### config.mk
export PLATFORM = sky130hd
export DESIGN_NAME = text_line_scheduler_flat
export DESIGN_NICKNAME = d
export VERILOG_FILES = /design/src/rtl/text_line_scheduler_if.sv /design/src/rtl/text_line_scheduler.sv /design/src/flat_wrapper.sv
export SDC_FILE = /design/constraint.sdc
export NUM_CORES = 1
export LEC_CHECK = 0
export BUFFER_PORTS_ARGS = -buffer_cell sky130_fd_sc_hd__buf_2
export CORE_ASPECT_RATIO = 0.8
export CORE_MARGIN = 5
export CORE_UTILIZATION = 56
export DETAILED_ROUTE_END_ITERATION = 12
export GPL_TIMING_DRIVEN = 1
export PLACE_DENSITY_LB_ADDON = 0.05
export REMOVE_ABC_BUFFERS = 1
export SKIP_CTS_REPAIR_TIMING = 1
export SYNTH_ARGS = -nofsm -noshare
export SYNTH_HDL_FRONTEND = slang
export SYNTH_SLANG_ARGS = --single-unit
### constraint.sdc
create_clock -name clk_pixel_in -period 2.6 [get_ports clk_pixel_in]
set_clock_uncertainty 0.05 [all_clocks]
set_input_delay 0.52 -clock clk_pixel_in [delete_from_list [all_inputs] [get_ports clk_pixel_in]]
set_output_delay 0.52 -clock clk_pixel_in [all_outputs]
set_load 0.02 [all_outputs]
### src/rtl/text_line_scheduler_if.sv
// text_line_scheduler_if
// Write port between game-state logic and text_line_scheduler.
// Game logic queues letter codes through this port. A write is accepted on a
// clock where wr_valid_in and wr_ready_out are both high.
//
// Signals:
//   wr_valid_in   write request
//   wr_ready_out  scheduler can accept a write
//   wr_addr_in    character slot index
//   wr_letter_in  letter code, 0 = blank
//   wr_last_in    final write of a batch; requests a commit at the next frame
//   scale_in      scale exponent, sampled with the last write
//
// Modports: master = game logic side, slave = scheduler side.
interface text_line_scheduler_if #(
   parameter int ADDR_W = 4
);
   logic              wr_valid_in;
   logic              wr_ready_out;
   logic [ADDR_W-1:0] wr_addr_in;
   logic [4:0]        wr_letter_in;
   logic              wr_last_in;
   logic [3:0]        scale_in;

   modport master (
      output wr_valid_in, wr_addr_in, wr_letter_in, wr_last_in, scale_in,
      input  wr_ready_out
   );

   modport slave (
      input  wr_valid_in, wr_addr_in, wr_letter_in, wr_last_in, scale_in,
      output wr_ready_out
   );
endinterface

### src/rtl/text_line_scheduler.sv
// text_line_scheduler
// Sequences the shared glyph renderer across a one-line text string.
// Game logic fills a shadow buffer through the write interface. The shadow
// buffer is copied into the active buffer only on a frame-start pulse, so a
// frame never shows a half-updated string. For every pixel the block reports
// which letter, glyph column and glyph row is being drawn. Its outputs are
// aligned with hcount/vcount delayed by two clocks.
//
// Ports:
//   clk_pixel_in     pixel clock
//   rst_in           synchronous active-high reset
//   hcount_in        horizontal pixel count (+1 per clock within a line)
//   vcount_in        vertical line count
//   new_frame_in     one-cycle pulse at frame start
//   wr               write interface (slave modport)
//   letter_out       letter code of the current pixel
//   glyph_x_out      glyph column
//   glyph_y_out      glyph row
//   glyph_valid_out  pixel lies inside a non-blank, visible glyph
//   hcount_out       hcount_in delayed 2 clocks
//   vcount_out       vcount_in delayed 2 clocks
//   busy_out         a committed batch is waiting for the next frame start
//
// Optional feature, enabled by defining the macro TYPEWRITER_EN:
//   Characters are revealed one at a time, one every REVEAL_FRAMES frames,
//   starting from the commit. Without the macro, all slots show at once.
module text_line_scheduler #(
   parameter int X_POS         = 128,
   parameter int Y_POS         = 128,
   parameter int NUM_CHARS     = 16,
   parameter int GLYPH_W       = 12,
   parameter int GLYPH_H       = 12,
   parameter int SPACING       = 2,
   parameter int REVEAL_FRAMES = 8
) (
   input  logic                         clk_pixel_in,
   input  logic                         rst_in,
   input  logic [10:0]                  hcount_in,
   input  logic [9:0]                   vcount_in,
   input  logic                         new_frame_in,
   text_line_scheduler_if.slave         wr,
   output logic [4:0]                   letter_out,
   output logic [3:0]                   glyph_x_out,
   output logic [3:0]                   glyph_y_out,
   output logic                         glyph_valid_out,
   output logic [10:0]                  hcount_out,
   output logic [9:0]                   vcount_out,
   output logic                         busy_out
);
   localparam int ADDR_W = $clog2(NUM_CHARS);
   localparam int PITCH  = GLYPH_W + SPACING;
   localparam int COL_W  = $clog2(PITCH);
   localparam logic [COL_W-1:0]  COL_LAST = COL_W'(PITCH - 1);
   localparam logic [COL_W-1:0]  COL_GLYPH = COL_W'(GLYPH_W);
   localparam logic [ADDR_W-1:0] IDX_LAST = ADDR_W'(NUM_CHARS - 1);

   // Reject configurations that the counter widths cannot represent.
   if ((NUM_CHARS < 2) || (NUM_CHARS > 32) || ((1 << ADDR_W) != NUM_CHARS))
      $error("NUM_CHARS must be a power of two in 2..32");
   if (REVEAL_FRAMES < 1)
      $error("REVEAL_FRAMES must be at least 1");

   typedef enum logic {
      FILL    = 1'b0,
      PENDING = 1'b1
   } state_t;

   state_t      state_q, state_d;
   logic [4:0]  shadow_q [NUM_CHARS];
   logic [4:0]  active_q [NUM_CHARS];
   logic [1:0]  pend_scale_q;
   logic [1:0]  scale_q;
   logic [1:0]  scale_clamped;
   logic        accept;
   logic        commit;

   // Only scales 0..3 are supported, so larger exponents saturate at 3.
   assign scale_clamped = (wr.scale_in > 4'd3) ? 2'd3 : wr.scale_in[1:0];

   // Handshake FSM. A batch becomes pending on its last write. It is committed
   // only on a frame-start pulse that arrives while the batch is pending. A
   // pulse in the same cycle as the last write therefore does not commit it.
   always_comb begin
      state_d         = state_q;
      wr.wr_ready_out = 1'b0;
      busy_out        = 1'b0;
      accept          = 1'b0;
      commit          = 1'b0;
      unique case (state_q)
         FILL: begin
            wr.wr_ready_out = !rst_in;
            accept          = wr.wr_valid_in && !rst_in;
            if (accept && wr.wr_last_in)
               state_d = PENDING;
         end
         PENDING: begin
            busy_out = !rst_in;
            if (new_frame_in) begin
               commit  = 1'b1;
               state_d = FILL;
            end
         end
         default: state_d = FILL;
      endcase
   end

   // State, shadow/active buffers and scale. The commit copies every slot in
   // one clock. It happens only at frame start, so a line never sees a mix of
   // old and new text.
   always_ff @(posedge clk_pixel_in) begin
      if (rst_in) begin
         state_q      <= FILL;
         pend_scale_q <= 2'd0;
         scale_q      <= 2'd0;
         for (int i = 0; i < NUM_CHARS; i++) begin
            shadow_q[i] <= 5'd0;
            active_q[i] <= 5'd0;
         end
      end else begin
         state_q <= state_d;
         if (accept) begin
            shadow_q[wr.wr_addr_in] <= wr.wr_letter_in;
            if (wr.wr_last_in)
               pend_scale_q <= scale_clamped;
         end
         if (commit) begin
            for (int i = 0; i < NUM_CHARS; i++)
               active_q[i] <= shadow_q[i];
            scale_q <= pend_scale_q;
         end
      end
   end

   logic visible;

`ifdef TYPEWRITER_EN
   localparam int FRAME_W = (REVEAL_FRAMES > 1) ? $clog2(REVEAL_FRAMES) : 1;
   localparam logic [FRAME_W-1:0] FRAME_LAST = FRAME_W'(REVEAL_FRAMES - 1);
   localparam logic [ADDR_W:0]    REVEAL_MAX = (ADDR_W + 1)'(NUM_CHARS);

   logic [FRAME_W-1:0] frame_cnt_q;
   logic [ADDR_W:0]    reveal_q;

   // The reveal counter starts from zero at every commit. It then adds one
   // character every REVEAL_FRAMES frame pulses, up to the full string.
   always_ff @(posedge clk_pixel_in) begin
      if (rst_in || commit) begin
         frame_cnt_q <= '0;
         reveal_q    <= '0;
      end else if (new_frame_in) begin
         if (frame_cnt_q == FRAME_LAST) begin
            frame_cnt_q <= '0;
            if (reveal_q != REVEAL_MAX)
               reveal_q <= reveal_q + 1'b1;
         end else begin
            frame_cnt_q <= frame_cnt_q + 1'b1;
         end
      end
   end
`endif

   // Stage 1: horizontal position counters and the vertical row. There is no
   // divider. sub counts the scaled copies of one glyph pixel, col counts
   // columns within one glyph pitch, and idx counts character slots.
   logic [2:0]        sub_max;
   logic [2:0]        sub_q;
   logic [COL_W-1:0]  col_q;
   logic [ADDR_W-1:0] idx_q;
   logic              in_line_q;
   logic [9:0]        ry;
   logic [10:0]       row_lim;
   logic              row_ok_q;
   logic [3:0]        gy_q;
   logic [10:0]       hcount_d1_q;
   logic [9:0]        vcount_d1_q;

   always_comb begin
      sub_max = 3'd0;
      unique case (scale_q)
         2'd0: sub_max = 3'd0;
         2'd1: sub_max = 3'd1;
         2'd2: sub_max = 3'd3;
         2'd3: sub_max = 3'd7;
         default: sub_max = 3'd0;
      endcase
   end

   // The subtraction is unsigned, so lines above the string wrap to large
   // values and fail the row-limit compare.
   assign ry      = vcount_in - 10'(Y_POS);
   assign row_lim = 11'(GLYPH_H) << scale_q;

   always_ff @(posedge clk_pixel_in) begin
      if (rst_in) begin
         sub_q       <= 3'd0;
         col_q       <= '0;
         idx_q       <= '0;
         in_line_q   <= 1'b0;
         row_ok_q    <= 1'b0;
         gy_q        <= 4'd0;
         hcount_d1_q <= 11'd0;
         vcount_d1_q <= 10'd0;
      end else begin
         hcount_d1_q <= hcount_in;
         vcount_d1_q <= vcount_in;
         row_ok_q    <= ({1'b0, ry} < row_lim);
         gy_q        <= 4'(ry >> scale_q);
         if (hcount_in == 11'(X_POS)) begin
            sub_q     <= 3'd0;
            col_q     <= '0;
            idx_q     <= '0;
            in_line_q <= 1'b1;
         end else if (hcount_in < 11'(X_POS)) begin
            in_line_q <= 1'b0;
         end else if (in_line_q) begin
            if (sub_q == sub_max) begin
               sub_q <= 3'd0;
               if (col_q == COL_LAST) begin
                  col_q <= '0;
                  if (idx_q == IDX_LAST)
                     in_line_q <= 1'b0;
                  else
                     idx_q <= idx_q + 1'b1;
               end else begin
                  col_q <= col_q + 1'b1;
               end
            end else begin
               sub_q <= sub_q + 1'b1;
            end
         end
      end
   end

   // Stage 2: resolve the pixel and register every output. A pixel outside a
   // visible glyph forces letter and coordinates to zero.
   logic [4:0] cur_letter;
   logic       pix_valid;

`ifdef TYPEWRITER_EN
   assign visible = ({1'b0, idx_q} < reveal_q);
`else
   assign visible = 1'b1;
`endif

   assign cur_letter = active_q[idx_q];
   assign pix_valid  = in_line_q && row_ok_q && (col_q < COL_GLYPH) &&
                       (cur_letter != 5'd0) && visible;

   always_ff @(posedge clk_pixel_in) begin
      if (rst_in) begin
         letter_out      <= 5'd0;
         glyph_x_out     <= 4'd0;
         glyph_y_out     <= 4'd0;
         glyph_valid_out <= 1'b0;
         hcount_out      <= 11'd0;
         vcount_out      <= 10'd0;
      end else begin
         hcount_out      <= hcount_d1_q;
         vcount_out      <= vcount_d1_q;
         glyph_valid_out <= pix_valid;
         letter_out      <= pix_valid ? cur_letter : 5'd0;
         glyph_x_out     <= pix_valid ? 4'(col_q) : 4'd0;
         glyph_y_out     <= pix_valid ? gy_q : 4'd0;
      end
   end
endmodule

### src/flat_wrapper.sv
// flat-port wrapper written by rule: the top's interface ports become plain ports
module text_line_scheduler_flat 
#(
   parameter int X_POS         = 128,
   parameter int Y_POS         = 128,
   parameter int NUM_CHARS     = 16,
   parameter int GLYPH_W       = 12,
   parameter int GLYPH_H       = 12,
   parameter int SPACING       = 2,
   parameter int REVEAL_FRAMES = 8
)
  (clk_pixel_in, rst_in, hcount_in, vcount_in, new_frame_in, letter_out, glyph_x_out, glyph_y_out, glyph_valid_out, hcount_out, vcount_out, busy_out, wr_wr_valid_in, wr_wr_addr_in, wr_wr_letter_in, wr_wr_last_in, wr_scale_in, wr_wr_ready_out);
  text_line_scheduler_if #(.ADDR_W((4))) wr_i ();
  input  logic clk_pixel_in;
  input  logic rst_in;
  input  logic [10:0] hcount_in;
  input  logic [9:0] vcount_in;
  input  logic new_frame_in;
  output logic [4:0] letter_out;
  output logic [3:0] glyph_x_out;
  output logic [3:0] glyph_y_out;
  output logic glyph_valid_out;
  output logic [10:0] hcount_out;
  output logic [9:0] vcount_out;
  output logic busy_out;
  input wire logic [$bits(wr_i.wr_valid_in)-1:0] wr_wr_valid_in;
  input wire logic [$bits(wr_i.wr_addr_in)-1:0] wr_wr_addr_in;
  input wire logic [$bits(wr_i.wr_letter_in)-1:0] wr_wr_letter_in;
  input wire logic [$bits(wr_i.wr_last_in)-1:0] wr_wr_last_in;
  input wire logic [$bits(wr_i.scale_in)-1:0] wr_scale_in;
  output wire logic [$bits(wr_i.wr_ready_out)-1:0] wr_wr_ready_out;
  assign wr_i.wr_valid_in = wr_wr_valid_in;
  assign wr_i.wr_addr_in = wr_wr_addr_in;
  assign wr_i.wr_letter_in = wr_wr_letter_in;
  assign wr_i.wr_last_in = wr_wr_last_in;
  assign wr_i.scale_in = wr_scale_in;
  assign wr_wr_ready_out = wr_i.wr_ready_out;
  text_line_scheduler #(.X_POS(X_POS), .Y_POS(Y_POS), .NUM_CHARS(NUM_CHARS), .GLYPH_W(GLYPH_W), .GLYPH_H(GLYPH_H), .SPACING(SPACING), .REVEAL_FRAMES(REVEAL_FRAMES)) u_core (.clk_pixel_in(clk_pixel_in), .rst_in(rst_in), .hcount_in(hcount_in), .vcount_in(vcount_in), .new_frame_in(new_frame_in), .wr(wr_i), .letter_out(letter_out), .glyph_x_out(glyph_x_out), .glyph_y_out(glyph_y_out), .glyph_valid_out(glyph_valid_out), .hcount_out(hcount_out), .vcount_out(vcount_out), .busy_out(busy_out));
endmodule
==> impl_results.md <==
- Die height: 127 µm
- Global route overflow: 0
- Num rows: 42
- Vias: 5,593
- Worst path arrival time: 1840 ps
- Final nets: 826
- Post-Syn Area: 9520 µm²
- Fin. max-slew vios: 0
- Final Setup Violations: 0
- Hold WS: 186 ps
- Clock sink count: 242
- P per Cell Area: 762 nW/µm²
- Fraction of registers with async set/reset: 0%
- Max transition margin: 53.0%
- Period Utilization, post-route: 92.7%
- Largest net degree at the start of global routing: 72
- Fillers: 1,229
- Root Buffer: clkbuf_16
- Clock Tree Buf Depth: 3
- First-pass GRT wire length: 30.4 mm
- DIE WIDTH: 156 µm
- Worst hold path class: in -> reg
- Crit path max-delay cell type: nor2b_2
- Clock buffer count from CTS: 24
- Port-buffer cells: 75
- H-Tree Depth: 1
- All-Layer GR Usage: 19.8%
- Max_cap viols: 0
- Synth warn: 0
- Worst EP required: 2030 ps
- WL final: 19.4 mm
- Worst setup path class: reg -> out
- CP Capture Type: output port
- Core Box Area: 16,600 µm²
- Slew @ Worst Pin: 706 ps
- Most used DFF post-synth: edfxtp_1
- Initial core utilization: 57.4%
- Average cell area after synthesis: 13.9 µm²
- Vias in the first global route: 5,452
- Setup TNS: 0 ps
- Endpoints failing hold: 0
- CTS tree: built
- Largest area contributor in the netlist: edfxtp_1
- Pleak: 0.00445 µW
- Ant diodes: 0
- DR vias/cell: 5.51
- Top-Level Pins: 76
- DRT antenna net count: 0
- Maximum VDD drop: 0.533 mV
- Drc violations: 0
- Fmax: 415 MHz
- Crit-path max FO: 13
- Routed length per instance: 19.1 µm
- R2R Setup Slk: 340 ps
- 1st-iter DRT viols: 358
- Register area share after synthesis: 67.7%
- Layout cells sized above 1: 20.9%
- Startpoint Class: register
- Status: finished, final reports clean
- Minimum clock period: 2410 ps
- Synth Register Bits: 242
- Synth area leaders: edfxtp_1 50%, dfxtp_1 17%, mux4_2 5.7%, and2_1 5.5%, nor2b_1 5.3%
- Layout Area Growth over Synthesis: 16.6%
- DR pass1 iterations: 5
- EDFF count, synth: 160
- RePlAce Congestion: 0.821
- Cells after synthesis: 687
- Initial antenna violation count: 0
- Worst skew pair latency: 520 ps
- Die area: 19,700 µm²
- Top cell type's share of synthesized area: 50.4%
- Worst path cell trace: nor2b_2, buf_2
- Worst-path clk slew: 60 ps
- Unrepaired setup endpoints after global routing: no
- Crit path largest cell delay: 590 ps
- DP HPWL: 13.0 mm
- Library cells used by synthesis: 44
worst paths after layout:
| check | start | endpoint | cells after the start |
|---|---|---|---|
| hold / removal | vcount_in[9] | u_core.vcount_d1_q[9] | 2 |
| hold reg to reg | u_core.gy_q[0] | u_core.glyph_y_out[0] | 2 |
| setup reg to reg | register | u_core.glyph_valid_out | 7 |
| setup / recovery | u_core.state_q | busy_out | 2 |
layout make-up:
cell class | instances | area [µm²] | share of cell area, %
clock buffers | 31 | 647 | 5.82
clock inverters | 13 | 228 | 2.05
inverters | 8 | 30.0 | 0.270
repair buffers | 97 | 566 | 5.09
multi-input cells | 404 | 2920 | 26.2
well taps | 220 | 275 | 2.48
flip-flops and latches | 242 | 6450 | 58.0
placed cells by master, fill, tap and decap left out, types with 2 or more instances in the layout:
cell and count:
a211oi_1 3, a21oi_1 25, a22oi_1 6, a22oi_2 2
and2_1 83, and3_1 52, buf_12 2, buf_2 75
buf_4 20, bufinv_16 6, clkbuf_1 5, clkbuf_16 24
clkbuf_8 2, clkinv_2 4, dfxtp_1 82, edfxtp_1 160
ha_1 10, inv_1 7, mux4_2 24, nand2_1 19
nand2b_1 3, nand3_1 6, nand3b_1 3, nand4_1 2
nand4b_1 3, nor2_1 25, nor2b_1 79, nor3_1 9
o21a_1 4, o21ai_0 4, o21ai_1 4, or2_1 16
or3_1 4, xor2_1 4
synthesized netlist by cell type (4+ instances only):
cell type,instances
or3_1,4
xor2_1,4
nor3_1,9
o21ai_1,4
ha_1,10
a22oi_1,6
or2_1,16
edfxtp_1,160
nand2_1,19
mux4_2,24
and2_1,83
inv_1,7
clkbuf_1,28
nand3_1,6
o21a_1,4
nor2_1,25
and3_1,52
o21ai_0,4
a21oi_1,25
nor2b_1,80
dfxtp_1,82
metrics by stage:
| step | std cells | utilization [%] | total power (µW) | setup WS, ps | area (µm²) |
|---|---|---|---|---|---|
| 4_1_cts | 1015 | 66.9 | 8520 | 142 | 11100 |
| 2_1_floorplan | 654 | - | 4560 | -59.2 | 9390 |
| 5_1_grt | 1015 | 66.9 | 8720 | 110 | 11100 |
| 6_report | 1015 | 66.9 | 8460 | 189 | 11100 |
| 3_5_place_dp | 971 | 61.6 | 4760 | 229 | 10200 |
| 3_3_place_gp | 971 | 61.6 | 4740 | 332 | 10200 |
worst max-delay path, delay by kind of cell (launching register included):
| kind | cells | cell delay, ps |
|---|---|---|
| simple gates | 1 | 590 |
| buf+inv | 1 | 290 |
| flops | 1 | 440 |
layer usage:
metal	global-route usage, %	routed length, µm
met1	31.4	9360
met2	28.8	8450
met3	3.75	1300
met4	3.91	262
met5	0	0
flip-flops by register name (all words and copies together), names as in the netlist, 4 cells and up, named ones only:
register,flops
u_core.vcount_d1_q,10
u_core.idx_q,4
u_core.hcount_out,11
u_core.glyph_y_out,4
u_core.vcount_out,10
u_core.letter_out,5
u_core.col_q,4
u_core.hcount_d1_q,11
u_core.active_q,80
u_core.gy_q,4
u_core.glyph_x_out,4
u_core.shadow_q,80
logic make-up after synthesis:
kind of cell	share of synthesized area, %
AO/OA/AOI/OAI	3.63
XOR/XNOR	0.368
adder cells (fa/ha/maj)	1.31
buffers and inverters	1.73
flip-flops	67.7
multiplexers	5.78
AND/OR/NAND/NOR	19.5
power breakdown:
group          switching (µW)  internal, µW
Combinational             226           132
Sequential               51.2          4260
Clock                    1430          2360
Note: power is estimated with default switching activity, not from simulation.
